File: src/rtl/alu_seq_control.sv
// alu_seq_control: registered ALU control decoder that also sequences multi-cycle MULT/DIV.
// Define ALU_SEQ_MD_EARLY_DONE_EN to add the md_early input that ends a MULT/DIV run early.
module alu_seq_control #(
    parameter int CTRL_W    = 5,
    parameter int MD_CYCLES = 32
) (
    input  logic              clk,
    input  logic              rst_n,
    input  logic              op_valid,
    output logic              op_ready,
    input  logic [CTRL_W-1:0] controlType,
    input  logic              flush,
`ifdef ALU_SEQ_MD_EARLY_DONE_EN
    input  logic              md_early,
`endif
    output logic [1:0]        condType,
    output logic              divOp,
    output logic              multOp,
    output logic [2:0]        ALUOp,
    output logic              orOp,
    output logic              overflowOp,
    output logic [2:0]        SrcOut,
    output logic [1:0]        StoreMD,
    output logic              ALUOutSave,
    output logic              busy,
    output logic              op_done,
    output logic              illegal_op
);
    localparam int CNT_W = $clog2(MD_CYCLES + 1);

    typedef enum logic [1:0] {IDLE, EXEC, MD_RUN, MD_WB} state_t;

    typedef struct packed {
        logic [1:0] cond;
        logic       div;
        logic       mult;
        logic [2:0] alu;
        logic       orop;
        logic       ovf;
        logic [2:0] src;
        logic [1:0] store;
        logic       save;
        logic       busy;
        logic       done;
        logic       ill;
        logic       ready;
    } ctrl_t;

    state_t            state_q, state_d;
    logic [CNT_W-1:0]  cnt_q, cnt_d;
    logic              div_q, div_d;
    ctrl_t             ctrl_q, ctrl_d;
    logic              accept, is_md, early;

`ifdef ALU_SEQ_MD_EARLY_DONE_EN
    assign early = md_early;
`else
    assign early = 1'b0;
`endif

    assign op_ready = ctrl_q.ready;
    assign accept   = op_valid && op_ready && !flush;
    assign is_md    = (controlType == CTRL_W'(9)) || (controlType == CTRL_W'(10));
    assign {condType, divOp, multOp, ALUOp, orOp, overflowOp, SrcOut, StoreMD,
            ALUOutSave, busy, op_done, illegal_op} = ctrl_q[18:1];

    always_ff @(posedge clk or negedge rst_n) begin
        if (!rst_n) begin
            state_q      <= IDLE;
            cnt_q        <= '0;
            div_q        <= 1'b0;
            ctrl_q       <= '0;
            ctrl_q.ready <= 1'b1;
        end else begin
            state_q <= state_d;
            cnt_q   <= cnt_d;
            div_q   <= div_d;
            ctrl_q  <= ctrl_d;
        end
    end

    always_comb begin
        state_d = IDLE;
        cnt_d   = '0;
        div_d   = div_q;
        if (!flush) begin
            case (state_q)
                IDLE, EXEC: if (accept) begin
                    state_d = is_md ? MD_RUN : EXEC;
                    cnt_d   = is_md ? CNT_W'(MD_CYCLES - 1) : '0;
                    div_d   = is_md ? (controlType == CTRL_W'(9)) : div_q;
                end
                MD_RUN: begin
                    state_d = (cnt_q == '0 || early) ? MD_WB : MD_RUN;
                    cnt_d   = (cnt_q == '0 || early) ? '0 : cnt_q - 1'b1;
                end
                default: state_d = IDLE;
            endcase
        end
    end

    // Outputs are decoded for the state being entered so they appear registered.
    always_comb begin
        ctrl_d       = '0;
        ctrl_d.ready = (state_d == IDLE) || (state_d == EXEC);
        ctrl_d.busy  = state_d == MD_RUN;
        ctrl_d.div   = ctrl_d.busy && div_d;
        ctrl_d.mult  = ctrl_d.busy && !div_d;
        ctrl_d.store = (state_d == MD_WB) ? (div_d ? 2'b01 : 2'b10) : 2'b00;
        ctrl_d.done  = (state_d == EXEC) || (state_d == MD_WB);
        if (state_d == EXEC) begin
            case (controlType)
                CTRL_W'(0), CTRL_W'(3), CTRL_W'(5), CTRL_W'(6): begin
                    ctrl_d.alu = controlType[2:0]; ctrl_d.src = 3'b011; ctrl_d.save = 1'b1;
                end
                CTRL_W'(1), CTRL_W'(2), CTRL_W'(4): begin
                    ctrl_d.alu = controlType[2:0]; ctrl_d.src = 3'b011; ctrl_d.save = 1'b1;
                    ctrl_d.ovf = 1'b1;
                end
                CTRL_W'(7):  begin ctrl_d.alu = 3'b111; ctrl_d.src = 3'b010; ctrl_d.save = 1'b1; end
                CTRL_W'(8):  begin ctrl_d.orop = 1'b1; ctrl_d.src = 3'b100; ctrl_d.save = 1'b1; end
                CTRL_W'(11): begin ctrl_d.alu = 3'b001; ctrl_d.src = 3'b011; ctrl_d.save = 1'b1; end
                CTRL_W'(12): begin ctrl_d.src = 3'b001; ctrl_d.save = 1'b1; end
                CTRL_W'(13): begin ctrl_d.src = 3'b000; ctrl_d.save = 1'b1; end
                CTRL_W'(18): begin ctrl_d.src = 3'b110; ctrl_d.save = 1'b1; end
                CTRL_W'(14): ctrl_d.cond = 2'b00;
                CTRL_W'(15): ctrl_d.cond = 2'b01;
                CTRL_W'(16): ctrl_d.cond = 2'b10;
                CTRL_W'(17): ctrl_d.cond = 2'b11;
                default:     ctrl_d.ill  = 1'b1;
            endcase
        end
    end
endmodule

File: config.mk
export PLATFORM = sky130hd
export DESIGN_NAME = alu_seq_control
export DESIGN_NICKNAME = d
export VERILOG_FILES = /design/src/rtl/alu_seq_control.sv
export SDC_FILE = /design/constraint.sdc
export NUM_CORES = 1
export LEC_CHECK = 0
export BUFFER_PORTS_ARGS = -buffer_cell sky130_fd_sc_hd__buf_4
export CAP_MARGIN = 15
export CORE_MARGIN = 10
export CORE_UTILIZATION = 52
export CTS_CLUSTER_SIZE = 12
export DETAILED_ROUTE_END_ITERATION = 10
export PLACE_DENSITY_LB_ADDON = 0.25
export SYNTH_ARGS = -nofsm -noshare
export SYNTH_HDL_FRONTEND = slang
export SYNTH_SLANG_ARGS = --single-unit
export TNS_END_PERCENT = 1
File: constraint.sdc
create_clock -name clk -period 2.95 [get_ports clk]
set_clock_uncertainty 0.2 [all_clocks]
set_input_delay 0.885 -clock clk [delete_from_list [all_inputs] [get_ports clk]]
set_output_delay 0.885 -clock clk [all_outputs]
set_load 0.02 [all_outputs]
-- Word level (Yosys, flattened, before mapping)
Index checks and enable logic that the tools add are counted.
W data, S select, Z words.
- div/mod/pow operators: 0
- shift operators: 0
- $mul: 0
- order comparisons: 0
- bitwise logic cells: 0
- equality and inequality tests: 23
- reduce and logical (&&, ||, !) cells: 19
- add/subtract/negate cells: 1
- muxes and demuxes: 27
- operator list (operator ; number):
    $eq A5 B4 Y1 const B ; 8
    $eq A5 B3 Y1 const B ; 4
    $reduce_or A17 Y1 ; 1
    $eq A5 B5 Y1 const B ; 3
    $pmux W3 S5 ; 1
    $reduce_or A13 Y1 ; 1
    $mux W2 ; 6
    $mux W6 ; 2
    $pmux W6 S2 ; 1
    $mux W1 ; 11
    $eq A5 B2 Y1 const B ; 2
    $mux W5 ; 2
    $pmux W3 S3 ; 1
    $mux W8 ; 1
    $reduce_or A8 Y1 ; 1
    $reduce_or A7 Y1 ; 1
    $eq A2 B2 Y1 const B ; 3
    $logic_not A6 Y1 ; 1
    $pmux W2 S3 ; 1
    $sub A6 B1 Y6 const B ; 1
    $eq A5 B1 Y1 const B ; 1
    $logic_not A5 Y1 ; 1
    $eq A2 B1 Y1 const B ; 2
    $logic_and A1 B1 Y1 ; 4
    6 further kinds ; 10
- bits in registers: 28
- bits in read-only memories: 0
- output and inout port bits: 19
- memories: 0
- bits in writable memories: 0
- logic and storage cells: 86
- latch bits: 0
- bits of input ports: 9

-- Longest topological paths before layout
Gate-level depths: netlist of run 1.
- depth in word-level cells: 8
- depth in mapped cells: 6
- depth with buffers taken out: 6

-- Worst setup path after synthesis of run 1
Ideal clock, no wire load.
- path kind: input -> register
- from: input flush
- to: register ctrl_q (netlist bit divOp)
- cell stages on the path: 4
- setup time: 0.120 ns
- buffers on the path: 0
- required time: 2.630 ns
- slack: 0.634 ns
- arrival: 1.996 ns
- cell sequence: or3b_1 or4_4 o21ai_4 and3b_1
- RTL lines (element ; line ; RTL):
    from (decl) ; 12 ; input logic flush,
    to (signal assigned) ; 78 ; ctrl_q <= ctrl_d;
    to (decl) ; 52 ; ctrl_t ctrl_q, ctrl_d;

==> results of run 1 <==
## cell type report
type	instances	area [µm²]	area share [%]
well taps	28	35.0	2.31
repair buffers	27	203	13.3
multi-input cells	78	531	34.9
flip-flops and latches	28	702	46.2
inverters	6	22.5	1.48
clock buffers	4	26.3	1.73
## registers in the layout, summed over array words and instances (netlist names)
| name | flops |
|---|---|
| op_done | 1 |
| op_ready | 1 |
| condType | 2 |
| illegal_op | 1 |
| state_q | 2 |
| ALUOutSave | 1 |
| StoreMD | 2 |
| SrcOut | 3 |
| div_q | 1 |
| overflowOp | 1 |
| orOp | 1 |
| busy | 1 |
| divOp | 1 |
| cnt_q | 6 |
| multOp | 1 |
| ALUOp | 3 |
## cells by family after synthesis
logic type	synth area share, %
AO/OA/AOI/OAI	14.0
buffers and inverters	3.71
adder cells (fa/ha/maj)	0.977
AND/OR/NAND/NOR	23.1
XOR/XNOR	3.42
flip-flops	54.8
## routing by layer
| metal | global-route usage, % | routed length [µm] | vias to the layer above |
|---|---|---|---|
| met5 | 0 | 0 | - |
| met4 | 3.70 | 10 | 0 |
| met3 | 3.85 | 157 | 2 |
| met2 | 16.3 | 1200 | 18 |
| met1 | 13.3 | 1150 | 435 |
| li1 | - | - | 459 |
## synth_stat cells (all sizes together) (2+ instances only)
master  number  area, µm²
nor4         4       31.3
dfrtp       27        676
or3b         2       20.0
nor2b        2       12.5
buf          3       13.8
nor3         4       20.0
xor2         2       17.5
o21a         5       37.5
nand2b       2       12.5
inv          6       22.5
nand2        5       18.8
clkbuf       3       11.3
a211oi       2       15.0
a21o         2       15.0
a21oi        7       35.0
nor3b        3       22.5
nor2        14       52.6
and2         3       18.8
o21ai        5       36.3
xnor2        3       26.3
## report_power, final
part / switching [mW] / total, mW / leakage [nW] / internal (mW)
clock: 0.103 / 0.156 / 0.0150 / 0.0529
combinational: 0.0515 / 0.0846 / 0.358 / 0.0332
sequential: 0.00399 / 0.397 / 0.382 / 0.393
## metrics by stage
stage,std cells,setup WS (ns),hold slack [ns]
after detailed placement,167,0.409,0.407
final,171,0.764,0.251
after global routing,171,0.664,0.256
after floorplan,118,0.634,0.357
after global placement,167,0.488,0.391
after CTS,171,0.764,0.253
## path summary, 6_finish.rpt
| path | from | endpoint | cells after the start |
|---|---|---|---|
| worst max-delay path | flush | divOp$_DFF_PN0_ | 5 |
| min in group clk | cnt_q[0]$_DFF_PN0_ | cnt_q[0]$_DFF_PN0_ | 2 |
| max in group asynchronous | rst_n | op_ready$_DFF_PN1_ | 1 |
| worst min register to register | cnt_q[0]$_DFF_PN0_ | cnt_q[0]$_DFF_PN0_ | 2 |
| worst max register to register | cnt_q[1]$_DFF_PN0_ | divOp$_DFF_PN0_ | 6 |
| worst min-delay path | rst_n | StoreMD[1]$_DFF_PN0_ | 1 |
## worst max-delay path: stages
cell and delay (ns):
buf_4 0.12, nand4bb_4 0.36, nor4_1 0.30, a2bb2oi_1 0.37, and3b_1 0.22
==> impl_metrics.env, run 1 <==
export IMPL_status="completed"
export IMPL_yosys_warnings=0
export IMPL_clockRootBuffer="clkbuf_4"
export IMPL_start_util_pct=56.2
export IMPL_rrSetupSlack_ns=0.78
export IMPL_grt_pass1_wl_um=4400
export IMPL_synthDistinctLibCells=38
export IMPL_syn_cell_area_um2=1280
export IMPL_fin_crit_ns=2.19
export IMPL_yosys_most_used_dff="dfrtp_1"
export IMPL_dr_pass1_iters=4
export IMPL_timing_slew_headroom_pct=62.0
export IMPL_grt_max_degree=29
export IMPL_cp_arrival_ns=2.25
export IMPL_worstHoldPathType="in -> async"
export IMPL_cts_num_sinks=28
export IMPL_cap_viol_max_count=0
export IMPL_fin_nets=154
export IMPL_vias_per_cell=5.35
export IMPL_avgSynthCellArea_um2=10.8
export IMPL_ant_nets=0
export IMPL_vdd_drop_max_uv=267
export IMPL_fin_area_um2=1520
export IMPL_fin_crit_sh_pct=74.1
export IMPL_port_buffers=27
export IMPL_leakage_nw=0.755
export IMPL_ys_seq_area_share_pct=54.8
export IMPL_fin_util_pct=66.7
export IMPL_worst_pin_slew_ns=0.565
export IMPL_grt_pass1_vias=926
export IMPL_cts_repair_resized=0
export IMPL_antenna_cells=0
export IMPL_cts_buffers=3
export IMPL_timing_fmax_mhz=458
export IMPL_p_per_area_nw_per_um2=420
export IMPL_dr_total_vias=914
export IMPL_htreeDepth=1
export IMPL_chipHeight_um=69.6
export IMPL_cts_tree="done"
export IMPL_synth_edff_count=0
export IMPL_endpoint_kind="flop"
export IMPL_critical_path_class="in -> reg"
export IMPL_setup_tns_ns=0
export IMPL_drc_errors=0
export IMPL_cts_hold_buf=0
export IMPL_antenna_found_initial=0
export IMPL_die_area_um2=4850
export IMPL_crit_path_max_fanout=14
export IMPL_globalRoute_totalOverflow=0
export IMPL_rsz0062_at_grt="false"
export IMPL_routabilityCongestion=0.772
export IMPL_dpl_instance_area_um2=1490
export IMPL_dp_hpwl_um=1900
export IMPL_area_growth_pct=18.7
export IMPL_clk_path_buf_depth=2
export IMPL_pin_count=28
export IMPL_grt_use_total_pct=10.6
export IMPL_hold_viol_final=0
export IMPL_clk_pin_slew_worst_paths_ns=0.14
export IMPL_nFillCells=188
export IMPL_wire_per_inst_um=14.8
export IMPL_setup_violations=0
export IMPL_wirelength_um=2530
export IMPL_die_w_um=69.6
export IMPL_async_flop_share_pct=100
export IMPL_synthesis_nets=128
export IMPL_synth_seq_cells=28
export IMPL_post_cts_buffers=0
export IMPL_total_power_mw=0.637
export IMPL_clk_latency_ns=0.32
export IMPL_start_kind="input pin"
export IMPL_synth_cells=118
export IMPL_rows=17
export IMPL_critPathRequiredTime_ns=3.02
export IMPL_final_max_slew_viol_count=0
export IMPL_fp_coreArea_um2=2280
export IMPL_drive_gt1_share_pct=27.3
export IMPL_drtIter0Drc=38
export IMPL_final_cell_mix="27 x dfrtp_1, 27 x buf_4, 14 x nor2_1"
Note: power is estimated with default switching activity, not from simulation.
==> inputs of run 2 (changes only) <==
Settings changed: CORE_UTILIZATION 52 to 47.
Clock period 2.95 ns to 1.92 ns, I/O delays scaled along.
==> run 2 against run 1 <==
The flow now finishes with violations (setup timing). Count of clock-buffer cells in the layout is 1 lower. Total power is 80% higher. Largest cell class unchanged. Hold slack better by 0.016 ns. Global-route usage increased by 0.16 points. Sequential share of layout area is 5.8 points lower.
==> impl_metrics.env, run 2 (same netlist as run 1, synthesis figures left out) <==
export IMPL_status="finished with violations"
export IMPL_violations="setup timing"
export IMPL_nFillCells=195
export IMPL_start_util_pct=50.3
export IMPL_pin_count=28
export IMPL_min_path_cells=2
export IMPL_crit_path_max_fanout=3
export IMPL_cts_tree="done"
export IMPL_final_cell_mix="50 x buf_4, 27 x dfrtp_1, 14 x nor2_1"
export IMPL_clk_latency_ns=0.34
export IMPL_cts_num_sinks=28
export IMPL_setup_slack_ns=-0.106
export IMPL_total_power_mw=1.15
export IMPL_grt_use_total_pct=10.8
export IMPL_critical_path_class="reg -> reg"
export IMPL_cap_viol_max_count=0
export IMPL_fp_coreArea_um2=2540
export IMPL_final_common_cell="buf_4"
export IMPL_grt_max_degree=29
export IMPL_clockRootBuffer="clkbuf_4"
export IMPL_htreeDepth=1
export IMPL_start_kind="flop"
export IMPL_endpoint_kind="flop"
export IMPL_fin_crit_sh_pct=106
export IMPL_grt_pass1_vias=1083
export IMPL_setup_violations=7
export IMPL_critPathMaxStageDelay_ns=0.46
export IMPL_leakage_nw=0.884
export IMPL_wire_per_inst_um=13.7
export IMPL_antenna_cells=0
export IMPL_fin_util_pct=68.2
export IMPL_rows=18
export IMPL_power_frac_comb_pct=14.1
export IMPL_hp_start="controlType[0]"
export IMPL_dp_cells=189
export IMPL_largest_reg_flops=6
export IMPL_p_int_mw=0.890
export IMPL_antenna_found_initial=0
export IMPL_worstHoldPathType="in -> reg"
export IMPL_place_ws_ns=-0.252
export IMPL_seq_power_share_pct=52.9
export IMPL_r2r_cells=6
export IMPL_dpl_instance_area_um2=1650
export IMPL_ant_nets=0
export IMPL_drive_gt1_share_pct=38.9
export IMPL_slowest_stage="or4_4"
export IMPL_r2r_start="cnt_q[0]$_DFF_PN0_"
export IMPL_vdd_drop_max_uv=517
export IMPL_rrSetupSlack_ns=-0.11
export IMPL_seq_area_um2=702
export IMPL_dr_total_vias=1039
export IMPL_path_buf_inv=1
export IMPL_instances_no_fill=197
export IMPL_final_max_slew_viol_count=0
export IMPL_drc_errors=0
export IMPL_rsz0062_at_grt="true"
export IMPL_clk_pin_slew_worst_paths_ns=0.15
export IMPL_worst_pin_slew_ns=0.378
export IMPL_fin_nets=178
export IMPL_routabilityCongestion=0.864
export IMPL_port_buffers=27
export IMPL_area_growth_pct=35.6
export IMPL_grt_pass1_wl_um=4710
export IMPL_swShare_pct=22.6
export IMPL_wirelength_um=2710
export IMPL_multi_input_comb_area_um2=536
export IMPL_r2r_end="divOp$_DFF_PN0_"
export IMPL_fin_crit_ns=2.03
export IMPL_timing_fmax_mhz=493
export IMPL_chipHeight_um=72.2
export IMPL_hold_viol_final=0
export IMPL_largest_register="cnt_q"
export IMPL_vias_per_cell=5.27
export IMPL_cts_buffers=3
export IMPL_die_area_um2=5210
export IMPL_pwr_share_clk_pct=33.0
export IMPL_dr_pass1_iters=4
export IMPL_clk_path_buf_depth=2
export IMPL_drtIter0Drc=30
export IMPL_critPathRequiredTime_ns=1.97
export IMPL_dp_hpwl_um=2060
export IMPL_worst_hold_path_endpoint="orOp$_DFF_PN0_"
export IMPL_p_per_area_nw_per_um2=663
export IMPL_globalRoute_totalOverflow=0
export IMPL_cp_arrival_ns=2.08
export IMPL_cp_cell_sequence="inv_1, ha_2, or3b_4, or4_4, o21ai_4, and3b_1"
export IMPL_die_w_um=72.2
export IMPL_p_sw_mw=0.260
export IMPL_fin_area_um2=1740
export IMPL_path_delay_family="simple AND/OR/NAND/NOR gates"
export IMPL_timing_slew_headroom_pct=74.8
==> run 2: cell count changes in the layout (fill, tap and decap cells not counted), sizes merged <==
cell         change
buf             +23
bufinv           +1
clkbuf           -1
dlygate4sd3      +1
==> run 2: worst max-delay path by stage <==
| stage | startpoint | to | slack [ns] | depth (start not counted) |
|---|---|---|---|---|
| detailed placement | flush | divOp$_DFF_PN0_ | -0.25 | 5 |
| global route | cnt_q[0]$_DFF_PN0_ | divOp$_DFF_PN0_ | -0.18 | 6 |
| finish | cnt_q[0]$_DFF_PN0_ | divOp$_DFF_PN0_ | -0.11 | 6 |
| floorplan | flush | divOp$_DFF_PN0_ | -0.13 | 4 |
| global placement | flush | divOp$_DFF_PN0_ | -0.23 | 5 |
| CTS | cnt_q[0]$_DFF_PN0_ | divOp$_DFF_PN0_ | -0.12 | 6 |
==> run 2: what timing repair did <==
action | in CTS | in global routing
hold buffers | 1 | 0
gates resized for setup | 0 | 1
setup buffers | 1 | 2
endpoints found under the hold margin | 27 | 0
endpoints found under the setup margin | 9 | 12
==> run 2: area by class of cell <==
class,instances,area share [%]
tap,30,2.16
inverter,6,1.30
sequential,28,40.4
timing repair buffer,51,22.2
clock inverter,1,1.73
multi-input combinational,78,30.9
clock buffer,3,1.30
==> run 2: metal layers <==
metal | vias up | GRT usage, % | wire length, µm
met5 | - | 0 | 0
met3 | 5 | 2.86 | 149
met4 | 0 | 3.87 | 39
li1 | 507 | - | -
met2 | 21 | 19.6 | 1380
met1 | 506 | 11.5 | 1140
==> run 2: power by group through the flow <==
stage	combinational [mW]	clock (mW)	sequential (mW)
floorplan	0.0636	0	0.634
finish	0.162	0.380	0.608
CTS	0.162	0.388	0.609
global placement	0.155	0	0.619
detailed placement	0.159	0	0.619
global route	0.178	0.408	0.610
==> run 2: metrics by stage <==
stage	hold WS [ns]	setup TNS [ns]
after floorplan	0.0804	-0.159
after global placement	0.303	-2.60
after detailed placement	0.310	-3.07
after CTS	0.265	-0.427
after global routing	0.255	-1.34
final	0.267	-0.335
==> run 2: worst reg2reg max path: cells and delay by family, from the launching register on <==
kind | cells | cell delay (ns)
compound gates | 1 | 0.09
simple gates | 3 | 1.04
flops | 1 | 0.40
buf+inv | 1 | 0.06
fa+ha+maj | 1 | 0.17
